==> src/rtl/am2901_slice_if.sv <==
// am2901_slice_if: microcode, operand, status and shift-cascade signals of one Am2901 slice.
// The p_n/g_n lookahead outputs exist only when AM2901_LOOKAHEAD_EN is defined.
interface am2901_slice_if;
    logic [3:0] din, a_addr, b_addr, yout;
    logic [2:0] src, op, dest;
    logic cin, cout, f0, f3, ovr;
    logic q0_in, ram0_in, q3_in, ram3_in;
    logic q0_out, ram0_out, q3_out, ram3_out;
`ifdef AM2901_LOOKAHEAD_EN
    logic p_n, g_n;
    modport master (
        output din, a_addr, b_addr, src, op, dest, cin, q0_in, ram0_in, q3_in, ram3_in,
        input yout, cout, f0, f3, ovr, q0_out, ram0_out, q3_out, ram3_out, p_n, g_n
    );
    modport slave (
        input din, a_addr, b_addr, src, op, dest, cin, q0_in, ram0_in, q3_in, ram3_in,
        output yout, cout, f0, f3, ovr, q0_out, ram0_out, q3_out, ram3_out, p_n, g_n
    );
`else
    modport master (
        output din, a_addr, b_addr, src, op, dest, cin, q0_in, ram0_in, q3_in, ram3_in,
        input yout, cout, f0, f3, ovr, q0_out, ram0_out, q3_out, ram3_out
    );
    modport slave (
        input din, a_addr, b_addr, src, op, dest, cin, q0_in, ram0_in, q3_in, ram3_in,
        output yout, cout, f0, f3, ovr, q0_out, ram0_out, q3_out, ram3_out
    );
`endif
endinterface

==> src/rtl/am2901_slice.sv <==
// am2901_slice: 4-bit Am2901-style ALU slice with 16x4 dual-read register file and Q register.
// Define AM2901_LOOKAHEAD_EN to add active-low p_n/g_n outputs for an Am2902 lookahead unit.
module am2901_slice (
    input logic clock,
    input logic reset_n,
    am2901_slice_if.slave bus
);
    logic [3:0] ram [16];
    logic [3:0] q, a, b, r, s, rr, ss, f, ram_d;
    logic [4:0] sum;
    logic arith, c3, ram_we;
    assign a = ram[bus.a_addr];
    assign b = ram[bus.b_addr];
    always_comb
        case (bus.src)
            3'd0: {r, s} = {a, q};
            3'd1: {r, s} = {a, b};
            3'd2: {r, s} = {4'd0, q};
            3'd3: {r, s} = {4'd0, b};
            3'd4: {r, s} = {4'd0, a};
            3'd5: {r, s} = {bus.din, a};
            3'd6: {r, s} = {bus.din, q};
            default: {r, s} = {bus.din, 4'd0};
        endcase
    // Subtraction is done by inverting one operand; cin supplies the +1.
    assign arith = bus.op < 3'd3;
    assign rr = (bus.op == 3'd1) ? ~r : r;
    assign ss = (bus.op == 3'd2) ? ~s : s;
    assign sum = {1'b0, rr} + {1'b0, ss} + {4'd0, bus.cin};
    assign c3 = sum[3] ^ rr[3] ^ ss[3];
    always_comb
        case (bus.op)
            3'd3: f = r | s;
            3'd4: f = r & s;
            3'd5: f = ~r & s;
            3'd6: f = r ^ s;
            3'd7: f = ~(r ^ s);
            default: f = sum[3:0];
        endcase
    assign bus.cout = arith & sum[4];
    assign bus.ovr = arith & (c3 ^ sum[4]);
    assign bus.f0 = f == 4'd0;
    assign bus.f3 = f[3];
    assign bus.yout = (bus.dest == 3'd2) ? a : f;
    assign bus.ram0_out = f[0];
    assign bus.ram3_out = f[3];
    assign bus.q0_out = q[0];
    assign bus.q3_out = q[3];
`ifdef AM2901_LOOKAHEAD_EN
    logic [3:0] p, g;
    assign p = rr | ss;
    assign g = rr & ss;
    assign bus.p_n = ~(arith & (&p));
    assign bus.g_n = ~(arith & (g[3] | (p[3] & g[2]) | (&p[3:2] & g[1]) | (&p[3:1] & g[0])));
`endif
    // dest 4/5 shift down toward bit 0, dest 6/7 shift up toward bit 3.
    assign ram_d = bus.dest[2] ? (bus.dest[1] ? {f[2:0], bus.ram0_in} : {bus.ram3_in, f[3:1]}) : f;
    assign ram_we = bus.dest[2] | bus.dest[1];
    always_ff @(posedge clock)
        if (!reset_n) begin
            for (int i = 0; i < 16; i++) ram[i] <= '0;
            q <= '0;
        end else begin
            if (ram_we) ram[bus.b_addr] <= ram_d;
            if (bus.dest == 3'd0) q <= f;
            else if (bus.dest == 3'd4) q <= {bus.q3_in, q[3:1]};
            else if (bus.dest == 3'd6) q <= {q[2:0], bus.q0_in};
        end
endmodule

==> src/flat_wrapper.sv <==
// flat-port wrapper written by rule: the top's interface ports become plain ports
module am2901_slice_flat 
  (clock, reset_n, bus_din, bus_a_addr, bus_b_addr, bus_src, bus_op, bus_dest, bus_cin, bus_q0_in, bus_ram0_in, bus_q3_in, bus_ram3_in, bus_yout, bus_cout, bus_f0, bus_f3, bus_ovr, bus_q0_out, bus_ram0_out, bus_q3_out, bus_ram3_out);
  am2901_slice_if bus_i ();
  input logic clock;
  input logic reset_n;
  input wire logic [$bits(bus_i.din)-1:0] bus_din;
  input wire logic [$bits(bus_i.a_addr)-1:0] bus_a_addr;
  input wire logic [$bits(bus_i.b_addr)-1:0] bus_b_addr;
  input wire logic [$bits(bus_i.src)-1:0] bus_src;
  input wire logic [$bits(bus_i.op)-1:0] bus_op;
  input wire logic [$bits(bus_i.dest)-1:0] bus_dest;
  input wire logic [$bits(bus_i.cin)-1:0] bus_cin;
  input wire logic [$bits(bus_i.q0_in)-1:0] bus_q0_in;
  input wire logic [$bits(bus_i.ram0_in)-1:0] bus_ram0_in;
  input wire logic [$bits(bus_i.q3_in)-1:0] bus_q3_in;
  input wire logic [$bits(bus_i.ram3_in)-1:0] bus_ram3_in;
  output wire logic [$bits(bus_i.yout)-1:0] bus_yout;
  output wire logic [$bits(bus_i.cout)-1:0] bus_cout;
  output wire logic [$bits(bus_i.f0)-1:0] bus_f0;
  output wire logic [$bits(bus_i.f3)-1:0] bus_f3;
  output wire logic [$bits(bus_i.ovr)-1:0] bus_ovr;
  output wire logic [$bits(bus_i.q0_out)-1:0] bus_q0_out;
  output wire logic [$bits(bus_i.ram0_out)-1:0] bus_ram0_out;
  output wire logic [$bits(bus_i.q3_out)-1:0] bus_q3_out;
  output wire logic [$bits(bus_i.ram3_out)-1:0] bus_ram3_out;
  assign bus_i.din = bus_din;
  assign bus_i.a_addr = bus_a_addr;
  assign bus_i.b_addr = bus_b_addr;
  assign bus_i.src = bus_src;
  assign bus_i.op = bus_op;
  assign bus_i.dest = bus_dest;
  assign bus_i.cin = bus_cin;
  assign bus_i.q0_in = bus_q0_in;
  assign bus_i.ram0_in = bus_ram0_in;
  assign bus_i.q3_in = bus_q3_in;
  assign bus_i.ram3_in = bus_ram3_in;
  assign bus_yout = bus_i.yout;
  assign bus_cout = bus_i.cout;
  assign bus_f0 = bus_i.f0;
  assign bus_f3 = bus_i.f3;
  assign bus_ovr = bus_i.ovr;
  assign bus_q0_out = bus_i.q0_out;
  assign bus_ram0_out = bus_i.ram0_out;
  assign bus_q3_out = bus_i.q3_out;
  assign bus_ram3_out = bus_i.ram3_out;
  am2901_slice u_core (.clock(clock), .reset_n(reset_n), .bus(bus_i));
endmodule
==> config.mk <==
export PLATFORM = sky130hd
export DESIGN_NAME = am2901_slice_flat
export DESIGN_NICKNAME = d
export VERILOG_FILES = /design/src/rtl/am2901_slice_if.sv /design/src/rtl/am2901_slice.sv /design/src/flat_wrapper.sv
export SDC_FILE = /design/constraint.sdc
export NUM_CORES = 1
export LEC_CHECK = 0
export BUFFER_PORTS_ARGS = -buffer_cell sky130_fd_sc_hd__buf_2
export CAP_MARGIN = 30
export CORE_UTILIZATION = 35
export DETAILED_ROUTE_END_ITERATION = 12
export PLACE_DENSITY = 0.52
export SYNTH_ARGS = -nofsm -noshare
export SYNTH_HDL_FRONTEND = slang
export SYNTH_SLANG_ARGS = --single-unit
==> constraint.sdc <==
create_clock -name clock -period 5.1 [get_ports clock]
set_input_delay 0.51 -clock clock [delete_from_list [all_inputs] [get_ports clock]]
set_output_delay 0.51 -clock clock [all_outputs]
set_load 0.05 [all_outputs]
# ---- Word level (Yosys, flattened, before mapping)
# Memories as Yosys holds them, arrays and structs flattened.
# Cells that the tools add are included.
dict set report word_totals {
  input_bits 28
  mem_bits_ro 0
  ram_bits 64
  memories 1
  register_bits 4
  latch_bits 0
}
# memory depth word_bits rd rd_ports_with_merged_regs wr line_no
set mem_list {}
lappend mem_list {u_core.ram 16 4 2 0 16 am2901_slice.sv:8} ;# logic [3:0] ram [16];
dict set report op_classes {
  shifts 0
  n_div 0
  n_mul 0
  mux 18
  n_lt_le_gt_ge 1
  bitwise 13
  n_reduce_logical 10
  add_sub_neg 2
  n_eq_ne 16
}
# operator count
set op_table {}
lappend op_table {{4-bit 2-to-1 mux} 10}
lappend op_table {{3-bit equality test (second input constant)} 9}
lappend op_table {{4-bit one-hot mux with 5 select lines} 1}
lappend op_table {{3-bit by 2-bit equality test with 1-bit output (second input constant)} 5}
lappend op_table {{4-bit inverter} 3}
lappend op_table {{4-bit one-hot mux with 3 select lines} 1}
lappend op_table {{4-bit bitwise AND} 2}
lappend op_table {{4-bit one-hot mux with 2 select lines} 1}
lappend op_table {{3-bit by 1-bit equality test with 1-bit output (second input constant)} 2}
lappend op_table {{3-bit zero test} 2}
lappend op_table {{2-bit OR reduction} 3}
lappend op_table {{3-bit OR reduction} 2}
lappend op_table {{4-bit by 4-bit adder with 5-bit output} 1}
lappend op_table {{5-bit by 1-bit adder with 5-bit output} 1}
lappend op_table {{1-bit 2-to-1 mux} 5}
lappend op_table {{4-bit zero test} 1}
lappend op_table {{4-bit OR} 1}
lappend op_table {{4-bit OR reduction} 1}
lappend op_table {{4-bit bitwise XOR} 1}
lappend op_table {{3-bit by 2-bit < comparator with 1-bit output (second input constant)} 1}
lappend op_table {{3-bit nonzero test} 1}
lappend op_table {{1-bit bitwise XOR} 3}
lappend op_table {{1-bit bitwise AND} 2}
lappend op_table {{1-bit OR} 1}

# ---- Logic depth before layout (Yosys ltp)
# Gate-level depths: netlist (run 1).
dict set report logic_depth {
  word_depth 11
  ltp_mapped 19
  depth_no_buf 15
}

# ---- Worst setup path before layout (run 1)
# Ideal clock, no wire load.
dict set report synth_timing {
  path_type {in2out}
  start {in bus_b_addr[1]}
  end {out bus_f0}
  arrival_ns 5.002
  setup_slack_ns -0.412
  cell_stages 16
  cell_sequence {buf_2 > buf_2 > buf_2 > mux4_2 > mux2i_1 > nor2_1 > a211oi_1 > o21ai_0 > xor2_1 > ha_1 > and2_1 > a221oi_1 > inv_1 > a31oi_1 > inv_1 > nor3_1}
}
dict set report synth_via {
  elab_chain_len 8
}
# element line_no
set synth_lines {}
lappend synth_lines {{from (decl)} flat_wrapper.sv:9} ;# input wire logic [$bits(bus_i.b_addr)-1:0] bus_b_addr;
lappend synth_lines {{memory read 16 x 4 bit (*)} n/a}
lappend synth_lines {{4-bit one-hot mux with 3 select lines (*)} am2901_slice.sv:15} ;# case (bus.src)
lappend synth_lines {{4-bit inverter} am2901_slice.sv:28} ;# assign ss = (bus.op == 3'd2) ? ~s : s;
lappend synth_lines {{4-bit 2-to-1 mux} am2901_slice.sv:28}
lappend synth_lines {{4-bit by 4-bit adder with 5-bit output} am2901_slice.sv:29} ;# assign sum = {1'b0, rr} + {1'b0, ss} + {4'd0, bus.cin};
lappend synth_lines {{5-bit by 1-bit adder with 5-bit output} am2901_slice.sv:29}
lappend synth_lines {{4-bit one-hot mux with 5 select lines (*)} am2901_slice.sv:32} ;# case (bus.op)
lappend synth_lines {{net bus_f3} flat_wrapper.sv:21} ;# output wire logic [$bits(bus_i.f3)-1:0] bus_f3;
lappend synth_lines {{4-bit zero test (*)} am2901_slice.sv:42} ;# assign bus.f0 = f == 4'd0;
lappend synth_lines {{to (decl)} flat_wrapper.sv:20} ;# output wire logic [$bits(bus_i.f0)-1:0] bus_f0;
# The timed path passes the listed nets; every way through them passes the cells marked *.

==> qor.txt, run 1 <==
Global route overflow - 0
HPWL Detailed - 10370 um
Slew margin rel. - 48.63%
FF-to-FF path depth - 16
YS warnings - 0
Via Count - 3657
Critical path arrival - 4330 ps
Initial Utilization - 36.40%
Area share of the largest cell type after synthesis - 39.24%
Worst setup EP type - output pin
N_diodes - 0
Largest net degree at the start of global routing - 25
Worst-margin pin slew - 768.9 ps
Final instance area - 5592 um2
WHS - 531.3 ps
Setup crit start - u_core.ram[14][0]
Final worst path period need - 4844 ps
Worst Path Buf+Inv - 2
Die W - 120.3 um
Clk sink count - 68
Startpoint types - register
Drc violations - 0
CP required - 4590 ps
Seq/Total Area, Yosys - 40.88%
Fraction of layout instances using a drive strength above 1 - 25.88%
Crit path max fanout - 3
Multi-input gate area - 2613 um2
CTS clock-pin slew for the worst setup and hold paths - 50 ps
Most used DFF post-synth - edfxtp_1
Resized cells post-CTS - 0
Fill cells - 1352
Most used cell, CP - xnor2_1
Number of global-route vias before repair - 3745
Post-route setup slack - 256.1 ps
CP max stage cell - mux4_2
Reg2reg start - u_core.ram[14][0]
CTS tree - done
Die Area - 14470 um2
Final setup violation count - 0
Pre-CTS setup slack - 127.0 ps
Longest Clk Path Bufs - 2
Register area - 2002 um2
Max Cap Violations - 0
Num rows - 42
Hold path depth - 3
Avg Synthesized Cell Area - 11.21 um2
Max Slew Vio Count - 0
CP cell instances - mux4_2 -> mux4_2 -> a211oi_4 -> xnor2_1 -> fa_1 -> inv_1 -> fa_1 -> a21boi_0 -> o21ai_0 -> o31ai_1 -> a21oi_1 -> xnor2_1 -> xnor2_1 -> mux2_2 -> buf_2
DR vias/cell - 5.549
Dpl cell area - 5239 um2
PwrDens - 341.8 nW/um2
Worst path max stage delay - 560 ps
Seq cells post-synth - 68
Number of synthesized flops with an enable pin - 64
Synth async-reset ratio - 0%
First-pass GRT wire length - 21000 um
Most common cell after layout, fill and taps aside - nor2_1
Largest area contributor in the synthesized netlist - edfxtp_1
Clk_skew - 5.435 ps
Core outline area - 13450 um2
Die H - 120.3 um
First drt pass iteration count - 6
Cells after synthesis - 437
Synth area leaders - edfxtp_1, mux4_2, nor2_1
Nets - 515
RSZ-0062 raised after global routing - false
Post-Syn Nets - 474
Maximum VDD drop - 168.8 uV
FMAX - 0.2064 GHz
Drt total wl - 13560 um
Post-Syn Area - 4897 um2
Port bufs - 39
GPL Wtd Cong - 0.8907
Hold Fails Final Rpt - 0
# IOs - 40
Hold buffer count at CTS - 0
Crit share post-route - 94.98%
Lkg Pwr - 2.141 nW
Setup Crit Path Kind - register to output pin
Status - complete, no violations
DR iter-0 viols - 256
R2r endpoint - u_core.ram[8][1]
Post-CTS Setup Inserts - 0
Placed insts - 643
Min-Delay Startpoint - bus_q0_in
Hold path endpoint - u_core.q[0]
Top delay family on crit path - multiplexers
Later-pin clock latency in the skew report - 340 ps
Area Growth Syn to Fin - 14.18%
Post-synthesis cell type count - 69
Setup tns final - 0 ps
Flop-to-flop setup slack - 770 ps
DR WL/cell - 20.57 um
Root buf cell - clkbuf_16
Initial antenna violation count - 0
Number of CTS-inserted buffers - 9
Most frequent cells in the layout - nor2_1, edfxtp_1, nand2_1, buf_2, mux2i_1
HP Class - input port to register
ANT nets after route - 0
H-tree Lvls - 3
Finished Layout Cells - 659
Total GRT Usage - 19.95%
## worst reg2reg max path, cell delays in order (launching register included)
cell and delay [ps]:
edfxtp_1 450, mux4_2 490, mux4_2 560, a211oi_4 320, xnor2_1 180, fa_1 250, inv_1 70, fa_1 370
buf_4 160, xnor2_1 130, a22o_1 230, nor2_1 140, o21ai_0 90, o311a_1 160, a31oi_4 220, buf_12 190
nor2_1 70
## area by class of cell
class                   instances  share of cell area, %
clock buffers                   9                  4.028
clock inverters                 7                  2.059
inverters                      13                 0.8727
multi-input cells             328                  46.72
flip-flops and latches         68                  35.80
well taps                     176                  3.938
repair buffers                 58                  6.579
## logic make-up after synthesis
| family | Yosys count | share of synthesized area (%) |
|---|---|---|
| compound gates | 77 | 12.52 |
| xor+xnor | 19 | 3.398 |
| buf+inv | 41 | 6.030 |
| simple gates | 166 | 15.69 |
| fa+ha+maj | 9 | 2.606 |
| mux | 57 | 18.88 |
| flops | 68 | 40.88 |
## per-layer routing
metal / up-vias / share of wire, % / GRT usage [%]
met1: 1785 / 42 / 24.35
met5: - / 0 / 0
li1: 1720 / - / -
met3: 42 / 4.7 / 3.113
met2: 110 / 49 / 33.87
met4: 0 / 4.6 / 10.65
## worst max path at each step
stage | endpoint | cells past startpoint | slack, ps
2_1_floorplan | bus_f0 | 16 | 4
3_3_place_gp | bus_ovr | 16 | 200
3_5_place_dp | bus_ovr | 16 | 130
4_1_cts | bus_ovr | 16 | 120
5_1_grt | bus_ovr | 15 | 20
6_report | bus_ovr | 15 | 260
## state kept, by name, indices dropped and copies added, names as in the netlist
| register | count |
|---|---|
| u_core.q | 4 |
| u_core.ram | 64 |
## stage by stage
step | utilization [%] | total power (W)
floorplan | - | 0.001058
global placement | 38.94 | 0.001218
detailed placement | 38.94 | 0.001216
CTS | 41.47 | 0.001920
global route | 41.56 | 0.001983
finish | 41.56 | 0.001911
## cell usage after synthesis, types with 6 or more instances
cell type,count
nand2_1,39
inv_1,13
mux4_1,6
mux4_2,20
nor2_1,71
nor2b_1,9
o21ai_0,13
edfxtp_1,64
nand3_1,9
clkbuf_8,6
ha_1,7
nor2_2,7
clkbuf_1,6
xnor2_1,10
buf_2,6
nor3_1,7
a21oi_1,12
mux2i_1,26
xor2_1,9
## power breakdown
group / internal, W / switching [W] / leakage [nW]
Clock: 0.000475 / 0.000228 / 0.163
Sequential: 0.000638 / 0.0000229 / 0.693
Combinational: 0.000207 / 0.000340 / 1.28
Power figures use the tool's default switching activity.
==> inputs of run 2 (changes only) <==
--- a/config.mk
+++ b/config.mk
@@ -9,7 +9,7 @@
 export CAP_MARGIN = 30
 export CORE_UTILIZATION = 35
 export DETAILED_ROUTE_END_ITERATION = 12
-export PLACE_DENSITY = 0.52
+export PLACE_DENSITY = 0.54
 export SYNTH_ARGS = -nofsm -noshare
 export SYNTH_HDL_FRONTEND = slang
 export SYNTH_SLANG_ARGS = --single-unit
==> constraint.sdc (replaced) <==
create_clock -name clock -period 4.2 [get_ports clock]
set_input_delay 0.42 -clock clock [delete_from_list [all_inputs] [get_ports clock]]
set_output_delay 0.42 -clock clock [all_outputs]
set_load 0.05 [all_outputs]
==> qor.txt, run 2 (synthesis results as in run 1) <==
CP cell instances - mux4_2 -> mux4_2 -> and2_4 -> a2111oi_4 -> xnor2_1 -> inv_1 -> fa_2 -> a21boi_1 -> o21ai_1 -> o31ai_1 -> a21oi_1 -> xnor2_1 -> xnor2_1 -> mux2_4 -> buf_6
Hold buffer count at CTS - 0
Core outline area - 13450 um2
Most used cell, CP - xnor2_1
Die Area - 14470 um2
Max reg flops - 64
Crit path max fanout - 2
CTS tree - done
Initial antenna violation count - 0
Gate power share - 35.5%
Lkg Pwr - 2.469 nW
Number of CTS-inserted buffers - 9
CTS clock-pin slew for the worst setup and hold paths - 60 ps
Post-route setup slack - -353.6 ps
HPWL Detailed - 10740 um
Met1 Use GR - 25.60%
Finished Layout Cells - 710
Worst-margin pin slew - 1058 ps
Max Cap Violations - 0
DR WL/cell - 20.60 um
Most common cell after layout, fill and taps aside - nor2_1
Final instance area - 6292 um2
Flop-to-flop setup slack - -120 ps
N_diodes - 0
Drc violations - 0
Root buf cell - clkbuf_16
DR vias/cell - 5.531
Num rows - 42
Gr busiest metal - met2
CP required - 3780 ps
Dpl cell area - 5599 um2
ANT nets after route - 0
Clk_skew - 8.178 ps
Int Power - 0.001789 W
Reg with most FFs - u_core.ram
Area Growth Syn to Fin - 28.49%
Crit share post-route - 108.4%
Top Registers - u_core.ram: 64 flops, u_core.q: 4 flops
CP max stage cell - mux4_2
Max Slew Vio Count - 0
Most frequent cells in the layout - nor2_1, edfxtp_1, buf_4, nand2_1, buf_2
Initial Utilization - 36.40%
Final worst path period need - 4554 ps
First-pass GRT wire length - 22220 um
Maximum VDD drop - 254.2 uV
Status - finished with violations
Met3 Usage GRT - 3.443%
Met2 GRT Util - 35.78%
Sw Pwr - 0.0007874 W
Register area - 2002 um2
Total chip power - 0.002576 W
Worst setup EP type - output pin
Later-pin clock latency in the skew report - 330 ps
Total GRT Usage - 20.86%
Via Count - 3927
# IOs - 40
DR iter-0 viols - 289
Hold Fails Final Rpt - 0
Violated checks - setup timing
Longest Clk Path Bufs - 2
WHS - 445.9 ps
Setup Crit Path Kind - register to output pin
GPL Wtd Cong - 0.8798
Switching share of total power - 30.57%
RSZ-0062 raised after global routing - true
Global route overflow - 0
H-tree Lvls - 3
Placed insts - 681
Port bufs - 39
First drt pass iteration count - 5
HP Class - input port to register
Multi-input gate area - 2774 um2
Worst path max stage delay - 520 ps
PwrDens - 409.4 nW/um2
Largest net degree at the start of global routing - 23
Startpoint types - register
Clock power frac - 33.3%
Critical path arrival - 4130 ps
Fill cells - 1271
FMAX - 0.2196 GHz
Clk sink count - 68
Drt total wl - 14620 um
Die W - 120.3 um
Slew margin rel. - 28.95%
Pre-CTS setup slack - -405.5 ps
Fraction of layout instances using a drive strength above 1 - 38.01%
Number of global-route vias before repair - 3974
Flop pwr share - 31.2%
Final setup violation count - 47
Nets - 566
Die H - 120.3 um
-- run 2: cell types whose count changed in the layout (fill, tap and decap cells not counted), moves of 3 or more --
cell and delta:
buf_6 +9, inv_1 -3, nor2_1 -3, o21ai_0 -5, buf_4 +44, o21ai_1 +3, clkbuf_16 +3, buf_2 -8
buf_12 +3
-- run 2: per-stage QoR --
stage | TNS (ps) | utilization [%]
after floorplan | -54.00 | -
after global placement | -17110 | 41.62
after detailed placement | -17050 | 41.62
after CTS | -4919 | 45.71
after global routing | -10640 | 46.77
final | -4301 | 46.77
-- run 2: cell type report --
type | count | share of cell area, %
Multi-Input combinational cell | 328 | 44.08
Sequential cell | 68 | 31.82
Clock inverter | 5 | 1.591
Tap cell | 176 | 3.500
Timing Repair Buffer | 109 | 14.34
Clock buffer | 11 | 3.858
Inverter | 13 | 0.8153
-- run 2: timing repair --
item,4_1_cts,5_1_grt
resized for setup,29,28
setup endpoints to repair,38,67
buffers inserted,9,3
pin swaps,13,9
gates cloned,2,1
-- run 2: worst paths after layout --
path              cells past startpoint         startpoint               end
hold reg to reg                       2        u_core.q[3]       u_core.q[3]
setup / recovery                     15  u_core.ram[14][1]           bus_ovr
hold / removal                        3          bus_q0_in       u_core.q[0]
setup reg to reg                     16  u_core.ram[14][1]  u_core.ram[0][3]
-- run 2: critical path, delay by kind of cell (launching register included) --
kind | cells | cell delay [ps]
mux | 3 | 1350
compound gates | 5 | 660
xor+xnor | 3 | 530
flops | 1 | 430
fa+ha+maj | 1 | 390
buf+inv | 2 | 240
simple gates | 1 | 190
-- run 2: layer usage --
metal  vias up  share of wire, %
met5         -                 0
met4         0               3.2
met3        31               5.6
met2       177                49
met1      1909                42
li1       1810                 -
-- run 2: power by group through the flow --
stage          clock network (W)  logic, W  registers, W
4_1_cts                 0.000873  0.000847      0.000801
5_1_grt                 0.000897  0.000972      0.000803
6_report                0.000859  0.000915      0.000803
2_1_floorplan                  0  0.000507      0.000803
3_3_place_gp                   0  0.000748      0.000814
3_5_place_dp                   0  0.000751      0.000815
